--- src/rtl/bdf_prog_sequencer.sv ---
// Program-memory sequencer: steps once through loaded control words and issues per-buffer
// push/pop strobes, stalling whole words on buffer status. Optional macro: STALL_CNT_EN.
module bdf_prog_sequencer #(
  parameter int unsigned NUM_BUFFERS = 12,
  parameter int unsigned CODE_LENGTH = 64,
  parameter int unsigned CODE_WIDTH  = NUM_BUFFERS * 2,
  parameter int unsigned AW          = $clog2(CODE_LENGTH)
) (
  input  logic                   clk,
  input  logic                   reset,
  input  logic                   prog_we,
  input  logic [AW-1:0]          prog_addr,
  input  logic [CODE_WIDTH-1:0]  prog_data,
  input  logic [AW:0]            prog_len,
  input  logic                   start,
  input  logic [NUM_BUFFERS-1:0] buf_full,
  input  logic [NUM_BUFFERS-1:0] buf_empty,
  output logic [NUM_BUFFERS-1:0] buf_push,
  output logic [NUM_BUFFERS-1:0] buf_pop,
  output logic [AW-1:0]          pc,
  output logic                   busy,
  output logic                   done
`ifdef STALL_CNT_EN
  ,
  output logic [15:0]            stall_cycles
`endif
);

  localparam logic [AW:0] CodeLen = (AW+1)'(CODE_LENGTH);

  typedef enum logic [1:0] {StIdle, StRun, StDone} state_e;

  state_e                  state_q, state_d;
  logic [AW-1:0]           pc_q, pc_d;
  logic [AW:0]             len_q, len_d;
  logic [CODE_WIDTH-1:0]   mem [CODE_LENGTH];
  logic [CODE_WIDTH-1:0]   word;
  logic [NUM_BUFFERS-1:0]  push_dec, pop_dec;
  logic                    stall;
  logic                    last;

  always_ff @(posedge clk) begin
    if (prog_we) mem[prog_addr] <= prog_data;
  end

  // A write to the word being executed is forwarded so it takes effect this cycle.
  assign word = (prog_we && (prog_addr == pc_q)) ? prog_data : mem[pc_q];

  always_comb begin
    push_dec = '0;
    pop_dec  = '0;
    for (int i = 0; i < NUM_BUFFERS; i++) begin
      push_dec[i] = word[2*i];
      pop_dec[i]  = word[2*i+1];
    end
  end

  // Push into a full buffer is fine when the same buffer pops in the same cycle.
  assign stall = |((push_dec & buf_full & ~pop_dec) | (pop_dec & buf_empty));
  assign last  = ({1'b0, pc_q} == (len_q - (AW+1)'(1)));

  always_comb begin
    state_d  = state_q;
    pc_d     = pc_q;
    len_d    = len_q;
    buf_push = '0;
    buf_pop  = '0;
    busy     = 1'b0;
    done     = 1'b0;
    unique case (state_q)
      StIdle: begin
        if (start) begin
          len_d   = (prog_len > CodeLen) ? CodeLen : prog_len;
          pc_d    = '0;
          state_d = (prog_len == '0) ? StDone : StRun;
        end
      end
      StRun: begin
        busy = 1'b1;
        if (!stall) begin
          buf_push = push_dec;
          buf_pop  = pop_dec;
          if (last) state_d = StDone;
          else      pc_d    = pc_q + AW'(1);
        end
      end
      StDone: begin
        done    = 1'b1;
        pc_d    = '0;
        state_d = StIdle;
      end
      default: state_d = StIdle;
    endcase
  end

  always_ff @(posedge clk) begin
    if (reset) begin
      state_q <= StIdle;
      pc_q    <= '0;
      len_q   <= '0;
    end else begin
      state_q <= state_d;
      pc_q    <= pc_d;
      len_q   <= len_d;
    end
  end

  assign pc = pc_q;

`ifdef STALL_CNT_EN
  logic [15:0] stall_cnt_q;

  always_ff @(posedge clk) begin
    if (reset) begin
      stall_cnt_q <= '0;
    end else if ((state_q == StIdle) && start) begin
      stall_cnt_q <= '0;
    end else if ((state_q == StRun) && stall && (stall_cnt_q != 16'hFFFF)) begin
      stall_cnt_q <= stall_cnt_q + 16'd1;
    end
  end

  assign stall_cycles = stall_cnt_q;
`endif

endmodule

--- config.mk ---
export PLATFORM = sky130hd
export DESIGN_NAME = bdf_prog_sequencer
export DESIGN_NICKNAME = d
export VERILOG_FILES = /design/src/rtl/bdf_prog_sequencer.sv
export SDC_FILE = /design/constraint.sdc
export NUM_CORES = 1
export LEC_CHECK = 0
export CAP_MARGIN = 20
export CORE_ASPECT_RATIO = 1.1
export CORE_UTILIZATION = 38
export CTS_CLUSTER_DIAMETER = 30
export DETAILED_ROUTE_END_ITERATION = 10
export PLACE_DENSITY = 0.58
export SYNTH_ARGS = -nofsm -noshare
export SYNTH_HDL_FRONTEND = slang
export SYNTH_SLANG_ARGS = --single-unit
--- constraint.sdc ---
create_clock -name clk -period 8.5 [get_ports clk]
set_input_delay 0.85 -clock clk [delete_from_list [all_inputs] [get_ports clk]]
set_output_delay 0.85 -clock clk [all_outputs]
set_load 0.05 [all_outputs]
==> flow_summary_export.csv, run 1 <==
group,metric,value,unit
worst_setup_path,worstPathRequired,7.65,ns
status,outcome,"complete, no violations",
placed_design,place_ws,0.495,ns
placed_design,portBuffers,96,
global_route,antenna_found_initial,7,
sta,fmax,0.121,GHz
clock_tree,clk_pin_slew,0.05,ns
sta,hold_viol,0,
pwr,power_frac_seq,0.429,
job,timing.max_cap.violations,0,
floorplanning,core-area,161000,µm²
worst_setup_path,crit_type,"reg2out",
route,drt-pass1-iter-count,5,
worst_setup_path,cp-start-kind,"flip-flop",
floorplanning,die_w,386,µm
clock_tree,insertion_delay,0.91,ns
synthesis,synth-seq-area-share,0.754,
worst_setup_path,arrival,7.45,ns
sta,period_needed,8.30,ns
finish,nets,3530,
worst_setup_path,cp_top_family,"simple AND/OR/NAND/NOR gates",
synthesis,netlist_area,61700,µm²
synthesis,synth_top_flop_cell,"edfxtp_1",
pwr,power_frac_comb,0.016,
sta,fin_skew,0.0670,ns
sta,finalSetupViolCount,0,
global_route,grt_pass1_wl,270000,µm
finish,area_growth_syn_to_layout,22.5,%
synthesis,synth_seq_cells,1557,
route,drcViolationCount,0,
route,vias,33895,
sta,holdWs,0.355,ns
synthesis,synth_edf_count,1536,
placed_design,hpwl,119000,µm
route,drt-initial-drc-count,4456,
pwr,p_per_area,263,nW/µm²
route,wl,196000,µm
clock_tree,cts_tree,"done",
synthesis,synth_top_cell_by_area,"edfxtp_1",
global_route,gr-usage-all-layers,0.239,
synthesis,avgSynthCellArea,20.0,µm²
worst_setup_path,path_cells,"and2_1, buf_4, a22oi_1, a21oi_1, nor3_1, a221oi_1, o311a_1, nand4b_1, nor4_4, buf_4, nand2_1, buf_16, nor2_1, buf_12",
sta,finalCritPeriodShare,0.976,
route,detail-route-antenna-nets,0,
floorplanning,io_pins,97,
sta,grt_setup_unrepaired,"false",
pwr,swShare,0.202,
synthesis,yosys-top-cells-count,"1536 x edfxtp_1, 274 x mux4_2, 214 x mux2i_1",
worst_setup_path,r2r_cells,13,
worst_setup_path,end_kind,"output port",
synthesis,synth_nets,3151,
clock_tree,clock-sinks,1557,
pwr,power.internal,15900,µW
route,viasPerCell,5.88,
worst_setup_path,worstPathMaxFanout,39,
synthesis,synthArstFlopShare,0,
sta,tns,0,ns
clock_tree,ctsHoldBuffers,0,
synthesis,synth_cell_type_count,83,
clock_tree,h-tree-depth,5,
clock_tree,cts.path.max_buffers,4,
finish,final_layout_size_suffix_gt1_frac,0.277,
worst_setup_path,cp_num_buf_inv,4,
sta,setup_slack,0.204,ns
worst_setup_path,critPathMostFrequentCell,"buf_4",
placed_design,place_congestion,0.993,
floorplanning,placementRows,154,
sta,worst_pin_slew,1.36,ns
pwr,clockPowerShare,0.555,
worst_setup_path,crit_end,"buf_pop[3]",
global_route,grt_pass1_vias,34132,
hold_path,hold_path.class,"in2reg",
pwr,leakagePower,0.0237,µW
worst_setup_path,cp_slowest_stage_delay,1.15,ns
global_route,grt_start_max_net_pins,71,
floorplanning,die_h,425,µm
floorplanning,dieArea,164000,µm²
worst_setup_path,crit_cells,14,
sta,max_slew_margin,0.0949,
synthesis,synth.area.top_cells,"edfxtp_1 75%, mux4_2 10%, mux2i_1 3.5%, a22oi_1 1.5%, mux4_1 1.0%",
sta,drv_slew,0,
floorplanning,start_util,0.384,
worst_setup_path,reg2reg_slack,2.19,ns
route,avgRoutedWirePerCell,34.0,µm
worst_setup_path,critical_path.slowest_cell,"a221oi_1",
pwr,vdd_drop_max,0.000164,V
synthesis,netlist_instances,3084,
synthesis,synth_most_common_cell,"edfxtp_1",
clock_tree,cts_root_buf,"clkbuf_16",
pwr,p_sw,4010,µW
synthesis,synth_top_area_frac,0.747,
synthesis,yosysWarnings,0,
global_route,globalRouteOverflowTotal,0,
clock_tree,cts-buffers-inserted,289,
finish,nFillCells,13437,
pwr,total_power,19900,µW
## power by group through the flow
stage          Sequential [µW]  Clock [µW]  Combinational [µW]
2_1_floorplan             8660           0                76.0
3_3_place_gp              8660           0                 310
3_5_place_dp              8660           0                 319
4_1_cts                   8520       11100                 320
5_1_grt                   8510       11500                 338
6_report                  8520       11000                 325
## cells by family (layout without fill, tap and decap cells)
group	count (synthesis)	in the layout	share of synthesized area
AND/OR/NAND/NOR	468	468	0.0378
multiplexers	530	530	0.148
adder cells (fa/ha/maj)	2	2	0.000405
other	0	1	0
AO/OA/AOI/OAI	333	333	0.0390
buffers and inverters	181	756	0.0185
XOR/XNOR	13	13	0.00185
flip-flops	1557	1557	0.754
## placed cells by master, fill, tap and decap left out, types with 9 or more instances in the layout
cell type | netlist | final
o21ai_0 | 20 | 20
nor2b_1 | 26 | 23
a32oi_1 | 9 | 9
clkdlybuf4s50_1 | 0 | 55
nor3b_1 | 12 | 12
inv_1 | 12 | 12
a221oi_1 | 11 | 11
a22oi_1 | 120 | 120
nor2_4 | 0 | 62
a22o_1 | 23 | 23
o211ai_1 | 9 | 9
mux4_1 | 24 | 24
nand2b_1 | 12 | 12
edfxtp_1 | 1536 | 1536
nand2_1 | 101 | 101
mux2i_1 | 214 | 214
dfxtp_1 | 21 | 15
mux4_2 | 274 | 274
buf_4 | 21 | 137
clkinv_1 | 2 | 38
nor3_1 | 22 | 19
bufinv_16 | 0 | 32
nor2_1 | 147 | 82
nand4_1 | 17 | 17
buf_12 | 2 | 28
clkinv_4 | 0 | 16
nand3_1 | 54 | 54
clkbuf_16 | 0 | 296
inv_6 | 0 | 21
and2_1 | 13 | 14
clkinvlp_4 | 0 | 24
clkinv_2 | 0 | 33
and3_1 | 19 | 19
buf_2 | 54 | 25
a21oi_1 | 58 | 58
o22ai_1 | 20 | 20
clkbuf_1 | 47 | 25
mux2_2 | 18 | 18
## how the worst min path moves through the flow
stage | start | endpoint | slack (ns) | depth (start not counted)
after floorplan | len_q[6]$_SDFFE_PP0P_ | len_q[6]$_SDFFE_PP0P_ | 0.45 | 2
after global placement | len_q[6]$_SDFFE_PP0P_ | len_q[6]$_SDFFE_PP0P_ | 0.47 | 2
after detailed placement | len_q[6]$_SDFFE_PP0P_ | len_q[6]$_SDFFE_PP0P_ | 0.47 | 2
after CTS | prog_data[2] | mem[12][2]$_DFFE_PP_ | 0.30 | 1
after global routing | prog_data[2] | mem[12][2]$_DFFE_PP_ | 0.32 | 1
final | prog_data[2] | mem[12][2]$_DFFE_PP_ | 0.35 | 1
## registers in the layout, summed over array words and instances, names as in the netlist, named ones only
signal   count
state_q      2
len_q        7
pc           6
mem       1536
## area by class of cell
type | count | area, µm² | share of cell area
flip-flops and latches | 1557 | 46600 | 0.616
multi-input cells | 1346 | 14500 | 0.192
clock inverters | 166 | 1810 | 0.0239
clock buffers | 321 | 7500 | 0.0992
well taps | 2106 | 2640 | 0.0349
inverters | 15 | 56.3 | 0.000745
repair buffers | 254 | 2480 | 0.0329
diodes | 1 | 2.50 | 0.0000331
## per-stage QoR
stage | cell area, µm² | std cells | util
after floorplan | 61700 | 3084 | -
after global placement | 66000 | 5263 | 0.410
after detailed placement | 66200 | 5274 | 0.412
after CTS | 75500 | 5761 | 0.470
after global routing | 75600 | 5765 | 0.470
final | 75600 | 5766 | 0.470
## routing by layer
layer,wire [µm],part of all wire,up-vias,track usage
met1,75600,0.39,17847,0.314
met2,92100,0.47,1914,0.376
li1,-,-,13698,-
met3,19200,0.098,432,0.0609
met5,27,0.00014,-,0
met4,8880,0.045,4,0.106
## timing repair
item                       in CTS  in global routing
setup endpoints to repair       2                  0
gates resized for setup         2                  0
setup buffers                   0                  0
(Power assumes the default switching activity.)
==> inputs of run 2 (changes only) <==
CELL_PAD_IN_SITES_DETAIL_PLACEMENT = 0   (was unset)
CELL_PAD_IN_SITES_GLOBAL_PLACEMENT = 2   (was unset)
PLACE_DENSITY = 0.69   (was 0.58)
REMOVE_ABC_BUFFERS = 1   (was unset)
==> run 2 against run 1 <==
Core utilization is 1.1 points higher. Sequential cell count stayed put. Fmax is 2.0% higher. First-iteration DRC count is 8.9% lower. Largest power group unchanged. Highest routed layer is now met4.
==> flow_summary_export.csv, run 2 (synthesis gave the netlist of run 1 again) <==
group,metric,value,unit
sta,fmax,0.123,GHz
finish,final_layout_size_suffix_gt1_frac,0.296,
route,avgRoutedWirePerCell,33.0,µm
worst_setup_path,arrival,7.28,ns
placed_design,hpwl,111000,µm
worst_setup_path,cp_top_family,"compound AO/OA/AOI/OAI gates",
finish,nets,3579,
floorplanning,dieArea,164000,µm²
worst_setup_path,worstPathMaxFanout,41,
sta,max_slew_margin,0.165,
clock_tree,cts_root_buf,"clkbuf_16",
clock_tree,ctsHoldBuffers,0,
finish,post-route-cell-area,77400,µm²
sta,grt_setup_unrepaired,"false",
clock_tree,h-tree-depth,5,
route,detail-route-antenna-nets,0,
clock_tree,cts-buffers-inserted,336,
floorplanning,start_util,0.384,
clock_tree,clk_pin_slew,0.05,ns
placed_design,place_congestion,0.908,
sta,setup_slack,0.368,ns
route,drcViolationCount,0,
route,vias,33989,
sta,fin_skew,0.0457,ns
floorplanning,die_h,425,µm
clock_tree,clock-sinks,1557,
worst_setup_path,path_cells,"buf_4, mux4_2, mux2i_1, o22ai_1, o21ai_0, a41oi_1, nor4_1, a41oi_1, nor4_4, buf_4, nand2_1, a21oi_1, buf_12",
finish,area_growth_syn_to_layout,25.4,%
job,timing.max_cap.violations,0,
global_route,grt_pass1_wl,266000,µm
floorplanning,core-area,161000,µm²
finish,layout_commonest_cell,"edfxtp_1",
pwr,leakagePower,0.0246,µW
placed_design,post_dp_cell_area,66100,µm²
global_route,grt_pass1_vias,34028,
pwr,p_per_area,281,nW/µm²
finish,largest_reg_flops,1536,
status,outcome,"complete, no violations",
placed_design,place_ws,1.48,ns
sta,drv_slew,0,
clock_tree,postCtsSetupBuffers,0,
worst_setup_path,cp-start-kind,"flip-flop",
sta,finalCritPeriodShare,0.957,
finish,top_register,"mem",
pwr,total_power,21700,µW
pwr,vdd_drop_max,0.000205,V
route,viasPerCell,5.79,
worst_setup_path,crit_type,"reg2out",
clock_tree,cts_tree,"done",
finish,nFillCells,13242,
sta,finalSetupViolCount,0,
sta,holdWs,0.298,ns
hold_path,holdPathEnd,"mem[62][6]$_DFFE_PP_",
route,drt-pass1-iter-count,6,
route,drt-initial-drc-count,4059,
worst_setup_path,reg2reg_slack,2.40,ns
clock_tree,insertion_delay,0.93,ns
global_route,globalRouteOverflowTotal,0,
hold_path,min_from,"prog_data[6]",
worst_setup_path,end_kind,"output port",
floorplanning,die_w,386,µm
global_route,grt_start_max_net_pins,79,
worst_setup_path,cp_num_buf_inv,3,
clock_tree,cts_resized,0,
sta,hold_viol,0,
floorplanning,placementRows,154,
route,wl,194000,µm
sta,worst_pin_slew,1.24,ns
worst_setup_path,cp_slowest_stage_delay,1.00,ns
finish,fin_util,0.481,
global_route,antenna_found_initial,4,
clock_tree,cts.path.max_buffers,4,
global_route,gr-usage-all-layers,0.237,
worst_setup_path,critical_path.slowest_cell,"nor4_1",
finish,final_cell_mix,"1536 x edfxtp_1, 343 x clkbuf_16, 274 x mux4_2",
hold_path,hold_path.class,"in2reg",
placed_design,portBuffers,96,
hold_path,holdPathStages,1,
floorplanning,io_pins,97,
worst_setup_path,worstPathRequired,7.65,ns
sta,period_needed,8.13,ns
worst_setup_path,r2r_cells,13,
==> run 2: cell types whose count changed in the layout (fill, tap and decap cells not counted), sizes merged <==
cell and delta:
clkbuf +53, clkinv +24, bufinv +16, clkinvlp +14, buf +4, clkdlybuf4s50 -3, inv -2, clkdlybuf4s18 +1
diode +1
==> run 2: per-layer routing <==
layer / share of wire / vias up / global-route usage / wire length, µm
met1: 0.40 / 18039 / 0.314 / 76800
met4: 0.038 / 0 / 0.0921 / 7410
li1: - / 13855 / - / -
met3: 0.096 / 328 / 0.0670 / 18500
met5: 0 / - / 0 / 0
met2: 0.47 / 1767 / 0.368 / 90900
==> run 2: how the worst max path moves through the flow <==
stage,start,to,slack (ns),cells past startpoint
floorplan,flip-flop,buf_push[9],-9.66,10
global placement,prog_addr[0],buf_pop[7],1.21,12
detailed placement,prog_addr[4],buf_push[6],1.48,13
CTS,flip-flop,buf_push[9],0.66,14
global route,flip-flop,buf_push[8],0.24,14
finish,flip-flop,buf_pop[1],0.37,13
==> run 2: stage by stage <==
step           setup TNS, ns  instances
2_1_floorplan        -325.43       2918
3_3_place_gp               0       5276
3_5_place_dp               0       5280
4_1_cts                    0       5872
5_1_grt                    0       5873
6_report                   0       5874
==> run 2: final cells by class <==
class / count / area [µm²] / share of cell area
Clock buffer: 374 / 8710 / 0.113
Timing Repair Buffer: 256 / 2320 / 0.0300
Tap cell: 2106 / 2640 / 0.0341
Inverter: 15 / 56.3 / 0.000728
Sequential cell: 1557 / 46600 / 0.602
Multi-Input combinational cell: 1346 / 14500 / 0.188
Antenna cell: 2 / 5.00 / 0.0000647
Clock inverter: 218 / 2550 / 0.0330
==> run 2: report_power, final <==
| part | switching, µW | internal (µW) | total [µW] |
|---|---|---|---|
| Sequential | 13.3 | 8510 | 8520 |
| Combinational | 244 | 67.4 | 312 |
| Clock | 4120 | 8790 | 12900 |
